`config.mk`:
```
export PLATFORM = sky130hd
export DESIGN_NAME = alu_seq
export DESIGN_NICKNAME = d
export VERILOG_FILES = /design/src/rtl/alu_seq.sv
export SDC_FILE = /design/constraint.sdc
export NUM_CORES = 1
export LEC_CHECK = 0
export CAP_MARGIN = 10
export CORE_ASPECT_RATIO = 1.5
export CORE_MARGIN = 2
export CORE_UTILIZATION = 38
export DETAILED_ROUTE_END_ITERATION = 10
export PLACE_DENSITY = 0.77
export REMOVE_ABC_BUFFERS = 1
export SYNTH_ARGS = -nofsm -noshare
export SYNTH_HDL_FRONTEND = slang
export SYNTH_SLANG_ARGS = --single-unit
```
`constraint.sdc`:
```
create_clock -name clk -period 1.47 [get_ports clk]
set_clock_uncertainty 0.2 [all_clocks]
set_input_delay 0.294 -clock clk [delete_from_list [all_inputs] [get_ports clk]]
set_output_delay 0.294 -clock clk [all_outputs]
set_load 0.01 [all_outputs]
```
`src/rtl/alu_seq.sv`:
```
// alu_seq -- sequential 16x16 unsigned multiplier (shift-add, one step per
// cycle) with an optional 16/16 unsigned restoring divider. Every iteration
// issues exactly one operation to a shared, purely combinational 16-bit ALU
// that lives outside this block (alu_func/alu_a/alu_b out, alu_r/alu_c in).
//
// Build option: ALU_SEQ_DIV_EN
//   defined   -> op selects MUL (0) or DIV (1); a zero divisor finishes early
//                with dbz=1, quotient 16'hFFFF and remainder = dividend.
//   undefined -> op is ignored, every request is a MUL, dbz is constant 0 and
//                no divider logic is built.
//
// Timing: start sampled in cycle 0 -> busy in cycles 1..16 (RUN) -> done in
// cycle 17 (DONE). A zero-divisor DIV spends one RUN cycle and is done in
// cycle 2.
module alu_seq (
  input  logic        clk,
  input  logic        rst_n,
  input  logic        start,
  input  logic        op,
  input  logic [15:0] opa,
  input  logic [15:0] opb,
  output logic        busy,
  output logic        done,
  output logic [15:0] res_hi,
  output logic [15:0] res_lo,
  output logic        dbz,
  output logic [2:0]  alu_func,
  output logic [15:0] alu_a,
  output logic [15:0] alu_b,
  input  logic [15:0] alu_r,
  input  logic        alu_c
);

  localparam logic [2:0] ALU_ADD   = 3'b000;
  localparam logic [2:0] ALU_SUB   = 3'b001;
  localparam logic [3:0] LAST_ITER = 4'd15;

  typedef enum logic [1:0] {
    S_IDLE,
    S_RUN,
    S_DONE
  } state_t;

  state_t      r_state;
  logic [3:0]  r_cnt;    // iteration index within RUN
  logic [15:0] r_hi;     // MUL: partial product high / DIV: partial remainder
  logic [15:0] r_lo;     // MUL: multiplier shifting out, product low in / DIV: dividend out, quotient in
  logic [15:0] r_m;      // MUL: multiplicand / DIV: divisor
  logic        r_busy;
  logic        r_done;

  logic        w_req_div;   // the request being accepted is a DIV
  logic [15:0] w_mul_hi;
  logic [15:0] w_mul_lo;
  logic [15:0] w_hi_nxt;
  logic [15:0] w_lo_nxt;

`ifdef ALU_SEQ_DIV_EN
  logic        r_op;        // latched op: 1 = DIV
  logic        r_dbz;
  logic        w_quo_bit;   // divisor fits into the shifted partial remainder
  logic [15:0] w_div_hi;
  logic [15:0] w_div_lo;

  assign w_req_div = op;
  assign dbz       = r_dbz;
`else
  logic        w_unused_op;

  // op has no effect in a multiply-only build
  assign w_unused_op = op;
  assign w_req_div   = 1'b0;
  assign dbz         = 1'b0;
`endif

  assign busy   = r_busy;
  assign done   = r_done;
  assign res_hi = r_hi;
  assign res_lo = r_lo;

  // ALU request: one operation per RUN cycle, parked at ADD 0+0 otherwise
  always_comb begin
    // NOTE: every output gets a default first so no path through the block can infer a latch.
    alu_func = ALU_ADD;
    alu_a    = 16'h0000;
    alu_b    = 16'h0000;
    if (r_state == S_RUN) begin
      alu_b = r_m;
`ifdef ALU_SEQ_DIV_EN
      if (r_op) begin
        alu_func = ALU_SUB;
        alu_a    = {r_hi[14:0], r_lo[15]};
      end else begin
        alu_a    = r_hi;
      end
`else
      alu_a = r_hi;
`endif
    end
  end

  // Multiply step: keep hi+m when the multiplier LSB is set, then shift
  // {carry, hi, lo} right by one
  always_comb begin
    if (r_lo[0]) begin
      {w_mul_hi, w_mul_lo} = {alu_c, alu_r, r_lo[15:1]};
    end else begin
      {w_mul_hi, w_mul_lo} = {1'b0, r_hi, r_lo[15:1]};
    end
  end

`ifdef ALU_SEQ_DIV_EN
  // Divide step (restoring): shift the next dividend bit into the remainder,
  // keep the difference when the divisor fits, and shift the quotient bit in.
  // A set hi[15] means the shifted remainder overflowed 16 bits, so it fits
  // regardless of the borrow.
  always_comb begin
    w_quo_bit = r_hi[15] | ~alu_c;
    w_div_hi  = w_quo_bit ? alu_r : alu_a;
    w_div_lo  = {r_lo[14:0], w_quo_bit};
  end

  assign w_hi_nxt = r_op ? w_div_hi : w_mul_hi;
  assign w_lo_nxt = r_op ? w_div_lo : w_mul_lo;
`else
  assign w_hi_nxt = w_mul_hi;
  assign w_lo_nxt = w_mul_lo;
`endif

  // Control FSM with registered busy/done and the hi/lo/m datapath registers
  always_ff @(posedge clk or negedge rst_n) begin
    if (!rst_n) begin
      r_state <= S_IDLE;
      r_cnt   <= 4'd0;
      r_hi    <= 16'h0000;
      r_lo    <= 16'h0000;
      r_m     <= 16'h0000;
      r_busy  <= 1'b0;
      r_done  <= 1'b0;
`ifdef ALU_SEQ_DIV_EN
      r_op    <= 1'b0;
      r_dbz   <= 1'b0;
`endif
    end else begin
      // NOTE: non-blocking assignments so every register samples pre-edge values, independent of statement order.
      r_done <= 1'b0;
      case (r_state)
        S_IDLE, S_DONE: begin
          if (start) begin
            // MUL shifts the multiplier (opb) through lo; DIV shifts the dividend (opa)
            r_hi    <= 16'h0000;
            r_lo    <= w_req_div ? opa : opb;
            r_m     <= w_req_div ? opb : opa;
            r_cnt   <= 4'd0;
            r_busy  <= 1'b1;
            r_state <= S_RUN;
`ifdef ALU_SEQ_DIV_EN
            r_op    <= op;
            r_dbz   <= 1'b0;
`endif
          end else begin
            // results stay on hi/lo until the next accepted start
            r_state <= S_IDLE;
          end
        end

        S_RUN: begin
`ifdef ALU_SEQ_DIV_EN
          if (r_op && (r_m == 16'h0000)) begin
            // zero divisor: no iterations; remainder reports the dividend,
            // quotient saturates to all ones
            r_hi    <= r_lo;
            r_lo    <= 16'hFFFF;
            r_dbz   <= 1'b1;
            r_busy  <= 1'b0;
            r_done  <= 1'b1;
            r_state <= S_DONE;
          end else
`endif
          begin
            r_hi  <= w_hi_nxt;
            r_lo  <= w_lo_nxt;
            r_cnt <= r_cnt + 4'd1;
            if (r_cnt == LAST_ITER) begin
              r_busy  <= 1'b0;
              r_done  <= 1'b1;
              r_state <= S_DONE;
            end
          end
        end

        default: begin
          r_busy  <= 1'b0;
          r_state <= S_IDLE;
        end
      endcase
    end
  end

endmodule

```
==> results of run 1 <==
-- cells in the mapped netlist, types with 3 or more instances --
cell type,number
a22oi_1,15
and2_1,32
buf_2,11
buf_4,7
buf_6,4
dfrtp_1,56
mux2i_1,17
nand2_1,69
nand3_1,17
nor2_1,3
o2bb2ai_1,14
-- metal layers --
layer / global-route usage [%] / share of wire [%] / vias to the layer above
met2: 39.5 / 54 / 112
met1: 25.0 / 37 / 1304
met3: 3.29 / 5.5 / 15
met5: 0 / 0 / -
li1: - / - / 1247
met4: 8.33 / 2.6 / 0
-- path summary, 6_finish.rpt --
path,start,end,slack [ns],cells after the start
worst max-delay path,r_state[0]$_DFFE_PN0P_,alu_a[2],-0.56,6
worst min-delay path,rst_n,done$_DFF_PN0_,0.10,2
worst max register to register,r_state[0]$_DFFE_PN0P_,res_hi[5]$_DFFE_PN0P_,-0.23,7
worst min register to register,r_m[4]$_DFFE_PN0P_,r_m[4]$_DFFE_PN0P_,0.28,2
max in group asynchronous,rst_n,r_m[13]$_DFFE_PN0P_,0.47,3
min in group clk,r_m[4]$_DFFE_PN0P_,r_m[4]$_DFFE_PN0P_,0.28,2
-- power by group through the flow --
stage | sequential [mW] | combinational (mW) | clock, mW
6_report | 2.78 | 7.62 | 0.880
3_5_place_dp | 2.82 | 5.58 | 0
4_1_cts | 2.75 | 7.01 | 0.890
5_1_grt | 2.87 | 8.10 | 0.954
3_3_place_gp | 2.79 | 5.44 | 0
2_1_floorplan | 3.04 | 2.05 | 0
-- logic make-up (layout without fill, tap and decap cells) --
logic type / count (synthesis) / after routing
AND/OR/NAND/NOR: 129 / 131
flip-flops: 56 / 56
AO/OA/AOI/OAI: 36 / 36
buffers and inverters: 25 / 200
multiplexers: 18 / 18
adder cells (fa/ha/maj): 1 / 1
other: 1 / 4
-- per-stage QoR --
step	cell area, um^2	worst slack, ns	hold slack, ns	util [%]
6_report	4900	-0.555	0.101	71.5
4_1_cts	4740	-0.577	0.105	69.2
2_1_floorplan	2530	-0.966	-0.202	-
3_3_place_gp	4150	-0.488	-0.108	60.5
3_5_place_dp	4150	-0.536	-0.104	60.5
5_1_grt	4900	-0.617	0.104	71.5
-- registers in the layout (all words and copies together), names as in the netlist --
name,flops
res_hi,16
r_state,2
r_m,16
done,1
res_lo,16
busy,1
r_cnt,4
-- worst max-delay path, cell delays in order, from the launching register on --
cell and delay [ns]:
dfrtp_1 0.39, and2b_2 0.22, buf_6 0.12, buf_6 0.12, buf_12 0.13, and2_4 0.13, buf_6 0.11
-- repair_timing --
item | in CTS | in global routing
hold buffers | 1 | 0
hold endpoints to repair | 56 | 0
pin swaps | 37 | 16
buffers inserted | 28 | 7
cloned | 6 | 3
endpoints found under the setup margin | 80 | 109
gates resized for setup | 271 | 74
-- final cells by class --
cell class,count,area [um^2],area share (%)
multi-input cells,190,1410,28.8
clock buffers,8,90.1,1.84
repair buffers,192,1900,38.7
flip-flops and latches,56,1400,28.6
well taps,78,97.6,1.99
==> flow_summary.toml, run 1 <==
[outcome]
status = "finished with violations"
violations = "setup timing"

[clocking]
clk_latency_ns = 0.31
clock_path_buffers = 2
path_clk_slew_ns = 0.10
cts_tree = "done"
cts_sinks = 56
clock-root-buffer = "clkbuf_8"
numCtsBuffers = 5
htreeDepth = 2

[global_routing]
antenna_found_initial = 0
grt.total_usage_pct = 21.7
grt_overflow_total = 0
grt_pass1_wl_um = 13100
grt_max_degree = 56
grt_pass1_vias = 2654

[power]
p_sw_share_pct = 37.5
p_int_mw = 7.06
powerDensity_nw_per_um2 = 2300
p_switching_mw = 4.23
vdd_drop_max_mv = 0.991
clockPowerShare_pct = 7.8
p_leak_nw = 2.39
power_mw = 11.3
p_comb_share_pct = 67.6
seqPwrFrac_pct = 24.6

[logic_synthesis]
synth_top_family_by_area = "simple AND/OR/NAND/NOR gates"
avgSynthCellArea_um2 = 10.1
synthSimpleGateAreaFrac_pct = 23.1
ys.flop_type = "dfrtp_1"
ys_top_cells_by_area = "dfrtp_1 (52%), nand2_1 (9.6%), and2_1 (7.4%)"
ys_ff_latch = 56
synth.area.mux_share_pct = 6.87
synthCells = 266
ys_types = 28
synth-xor-area-share_pct = 0
synth-edff-count = 0
ys_async_sr_fraction_pct = 100
synth_adder_area_share_pct = 0.464
syn-cell-area_um2 = 2700
synth.top_cell.area_share_pct = 52.0
yosys_warnings = 0
synth_compound_area_share_pct = 10.9
yosysTopAreaCell = "dfrtp_1"
seq_area_frac_synth_pct = 52.0

[place]
io_buffer_count = 117
dpl.cell_count = 475
gp_congestion = 0.787
dp.final_hpwl_um = 5120

[routing]
dr_total_vias = 2678
drtIter0Drc = 113
drt_first_pass_iters = 4
post_drt_wl_per_cell_um = 17.2
drc = 0
viasPerCell = 5.11
antenna_left = 0
wl_um = 9040

[timing]
setup_viol_count_final = 66
drv_slew = 0
finalWorstPathRequiredPeriod_ns = 2.03
period_share_pct = 138
final-hold-violation-count = 0
fin_ws_ns = -0.555
rsz0062_at_grt = "true"
setup-tns-final_ns = -20.63
fmax_ghz = 0.494

[layout]
finalNetCount = 499
diodes = 0
final_cell_mix = "nand2_1 (69), dfrtp_1 (56), clkdlybuf4s50_1 (50)"
area_growth_pct = 81.8
nFillCells = 501
final_common_cell = "nand2_1"
final_layout_size_suffix_gt1_share_pct = 47.1
finalNonFillerCells = 524

[critical_path]
cp-end-kind = "output port"
critPathRequiredTime_ns = 0.98
critPathKind = "flop to output port"
arrival_ns = 1.53
crit_fanout = 7
startpoint_type = "flop"

[job]
maxCapViolations = 0

[die]
die-area_um2 = 7800
die_x_um = 72.8
start_util_pct = 39.3
die_h_um = 107
core-area_um2 = 6850
core.rowCount = 37
ioPinCount = 123

[hold_path]
hold_class = "input pin to asynchronous set/reset pin"
Note: power is estimated with default switching activity, not from simulation.
==> run 2, diff against run 1 <==
--- a/config.mk
+++ b/config.mk
@@ -8,9 +8,9 @@
 export CAP_MARGIN = 10
 export CORE_ASPECT_RATIO = 1.5
 export CORE_MARGIN = 2
-export CORE_UTILIZATION = 38
+export CORE_UTILIZATION = 45
 export DETAILED_ROUTE_END_ITERATION = 10
-export PLACE_DENSITY = 0.77
+export PLACE_DENSITY = 0.86
 export REMOVE_ABC_BUFFERS = 1
 export SYNTH_ARGS = -nofsm -noshare
 export SYNTH_HDL_FRONTEND = slang
==> constraint.sdc (replaced) <==
create_clock -name clk -period 2.55 [get_ports clk]
set_clock_uncertainty 0.2 [all_clocks]
set_input_delay 0.51 -clock clk [delete_from_list [all_inputs] [get_ports clk]]
set_output_delay 0.51 -clock clk [all_outputs]
set_load 0.01 [all_outputs]
==> run 2 against run 1 <==
Global-route usage is 0.094 points lower. Die area is 15% lower. Sequential power is 41% lower. Critical path type unchanged. Critical path depth is 2 lower. Clock-buffer cell count is 1 lower. The flow now finishes without violations.
==> flow_summary.toml, run 2 (synthesized netlist as in run 1, its figures left out) <==
[global_routing]
antenna_found_initial = 0
grt_overflow_total = 0
grt.total_usage_pct = 21.6
grt_max_degree = 28
grt_pass1_vias = 2261
grt_pass1_wl_um = 11100

[critical_path]
rrSetupSlack_ns = 0.98
critPathBufInv = 2
cp-end-kind = "output port"
critPathRequiredTime_ns = 1.84
rr_startpoint = "r_state[0]$_DFFE_PN0P_"
crit_fanout = 26
slowest_delay_ns = 0.43
cp_top_family = "buffers and inverters"
reg2reg_to = "r_cnt[1]$_DFFE_PN0P_"
cp.depth = 4
endpoint = "alu_a[9]"
critPathKind = "flop to output port"
startpoint_type = "flop"
cp_slowest_cell = "dfrtp_1"
crit_start = "r_state[0]$_DFFE_PN0P_"
reg2reg_depth = 4
arrival_ns = 1.61
crit_chain = "and2b_2 -> buf_16 -> and2_1 -> dlygate4sd2_1"

[layout]
finalNetCount = 434
diodes = 0
area_growth_pct = 47.2
final_cell_mix = "clkdlybuf4s50_1 (84), nand2_1 (69), dfrtp_1 (56)"
finalNonFillerCells = 453
final_common_cell = "clkdlybuf4s50_1"
final_layout_size_suffix_gt1_share_pct = 6.30
final_util_pct = 68.6

[clocking]
cts_tree = "done"
htreeDepth = 2
clk_latency_ns = 0.30
clock-root-buffer = "clkbuf_8"
clock_path_buffers = 2
post-cts-setup-buffers = 0
cts_sinks = 56
numCtsBuffers = 5
path_clk_slew_ns = 0.09

[timing]
holdWs_ns = 0.273
relSlewSlack_pct = 64.5
setup_viol_count_final = 0
drv_slew = 0
fmax_ghz = 0.431
period_share_pct = 91.0
tightest_slew_ns = 0.533
final-hold-violation-count = 0
rsz0062_at_grt = "false"
finalWorstPathRequiredPeriod_ns = 2.32
setup-tns-final_ns = 0

[hold_path]
hold_class = "flop to flop"
holdPathStages = 2

[job]
maxCapViolations = 0

[power]
power_mw = 4.77
powerDensity_nw_per_um2 = 1200
vdd_drop_max_mv = 0.685
p_leak_nw = 1.88

[outcome]
status = "finished clean"

[place]
dp.final_hpwl_um = 4950
dpl.cell_count = 443
gp_congestion = 0.723
io_buffer_count = 117

[routing]
dr_total_vias = 2327
drc = 0
wl_um = 6800
antenna_left = 0
viasPerCell = 5.14
post_drt_wl_per_cell_um = 15.0
drt_first_pass_iters = 4
drtIter0Drc = 95

[die]
die_h_um = 98.8
ioPinCount = 123
die-area_um2 = 6640
core-area_um2 = 5790
die_x_um = 67.2
core.rowCount = 34
start_util_pct = 46.6
-- run 2: changes by cell type in the layout (fill, tap and decap cells not counted), sizes merged --
cell,delta
clkinvlp,+1
nor2,-2
clkdlybuf4s50,+34
dlygate4sd2,+32
clkbuf,-30
clkdlybuf4s15,-7
buf,-93
-- run 2: what timing repair did --
item / CTS / global route
endpoints found under the setup margin: 32 / 0
hold buffers: 1 / 0
gates resized for setup: 33 / 0
hold endpoints to repair: 21 / 0
-- run 2: cell type report --
cell class | count | area, um^2
timing repair buffer | 129 | 1250
clock inverter | 1 | 7.51
clock buffer | 7 | 86.3
fill | 483 | 1820
multi-input combinational | 188 | 1130
sequential | 56 | 1400
tap | 72 | 90.1
-- run 2: how the worst min path moves through the flow --
stage                        startpoint                   to
finish               r_m[9]$_DFFE_PN0P_   r_m[9]$_DFFE_PN0P_
global route         r_m[2]$_DFFE_PN0P_   r_m[2]$_DFFE_PN0P_
CTS                  r_m[9]$_DFFE_PN0P_   r_m[9]$_DFFE_PN0P_
detailed placement   r_m[9]$_DFFE_PN0P_   r_m[9]$_DFFE_PN0P_
global placement    r_m[13]$_DFFE_PN0P_  r_m[13]$_DFFE_PN0P_
floorplan                         rst_n     busy$_DFFE_PN0P_
-- run 2: stage by stage --
stage,area [um^2],worst slack (ns)
finish,3970,0.229
global route,3970,0.146
CTS,3970,0.207
detailed placement,3880,0.299
global placement,3880,0.319
floorplan,2530,0.00285
-- run 2: worst min-delay path, cell delays in order, from the launching register on --
cell and delay, ns:
dfrtp_1 0.34, nand2_1 0.05, nand2_1 0.05
-- run 2: where the power goes --
group          internal [mW]  leakage [nW]  switching [mW]
clock                  0.221        0.0445           0.266
combinational           1.41          1.15            1.23
sequential              1.32         0.686           0.334
-- run 2: layer usage --
| metal | part of all wire, % | global-route usage, % | vias up |
|---|---|---|---|
| li1 | - | - | 1116 |
| met1 | 39 | 26.0 | 1112 |
| met2 | 52 | 37.9 | 88 |
| met3 | 7.3 | 5.59 | 11 |
| met4 | 1.4 | 5.18 | 0 |
| met5 | 0 | 0 | - |
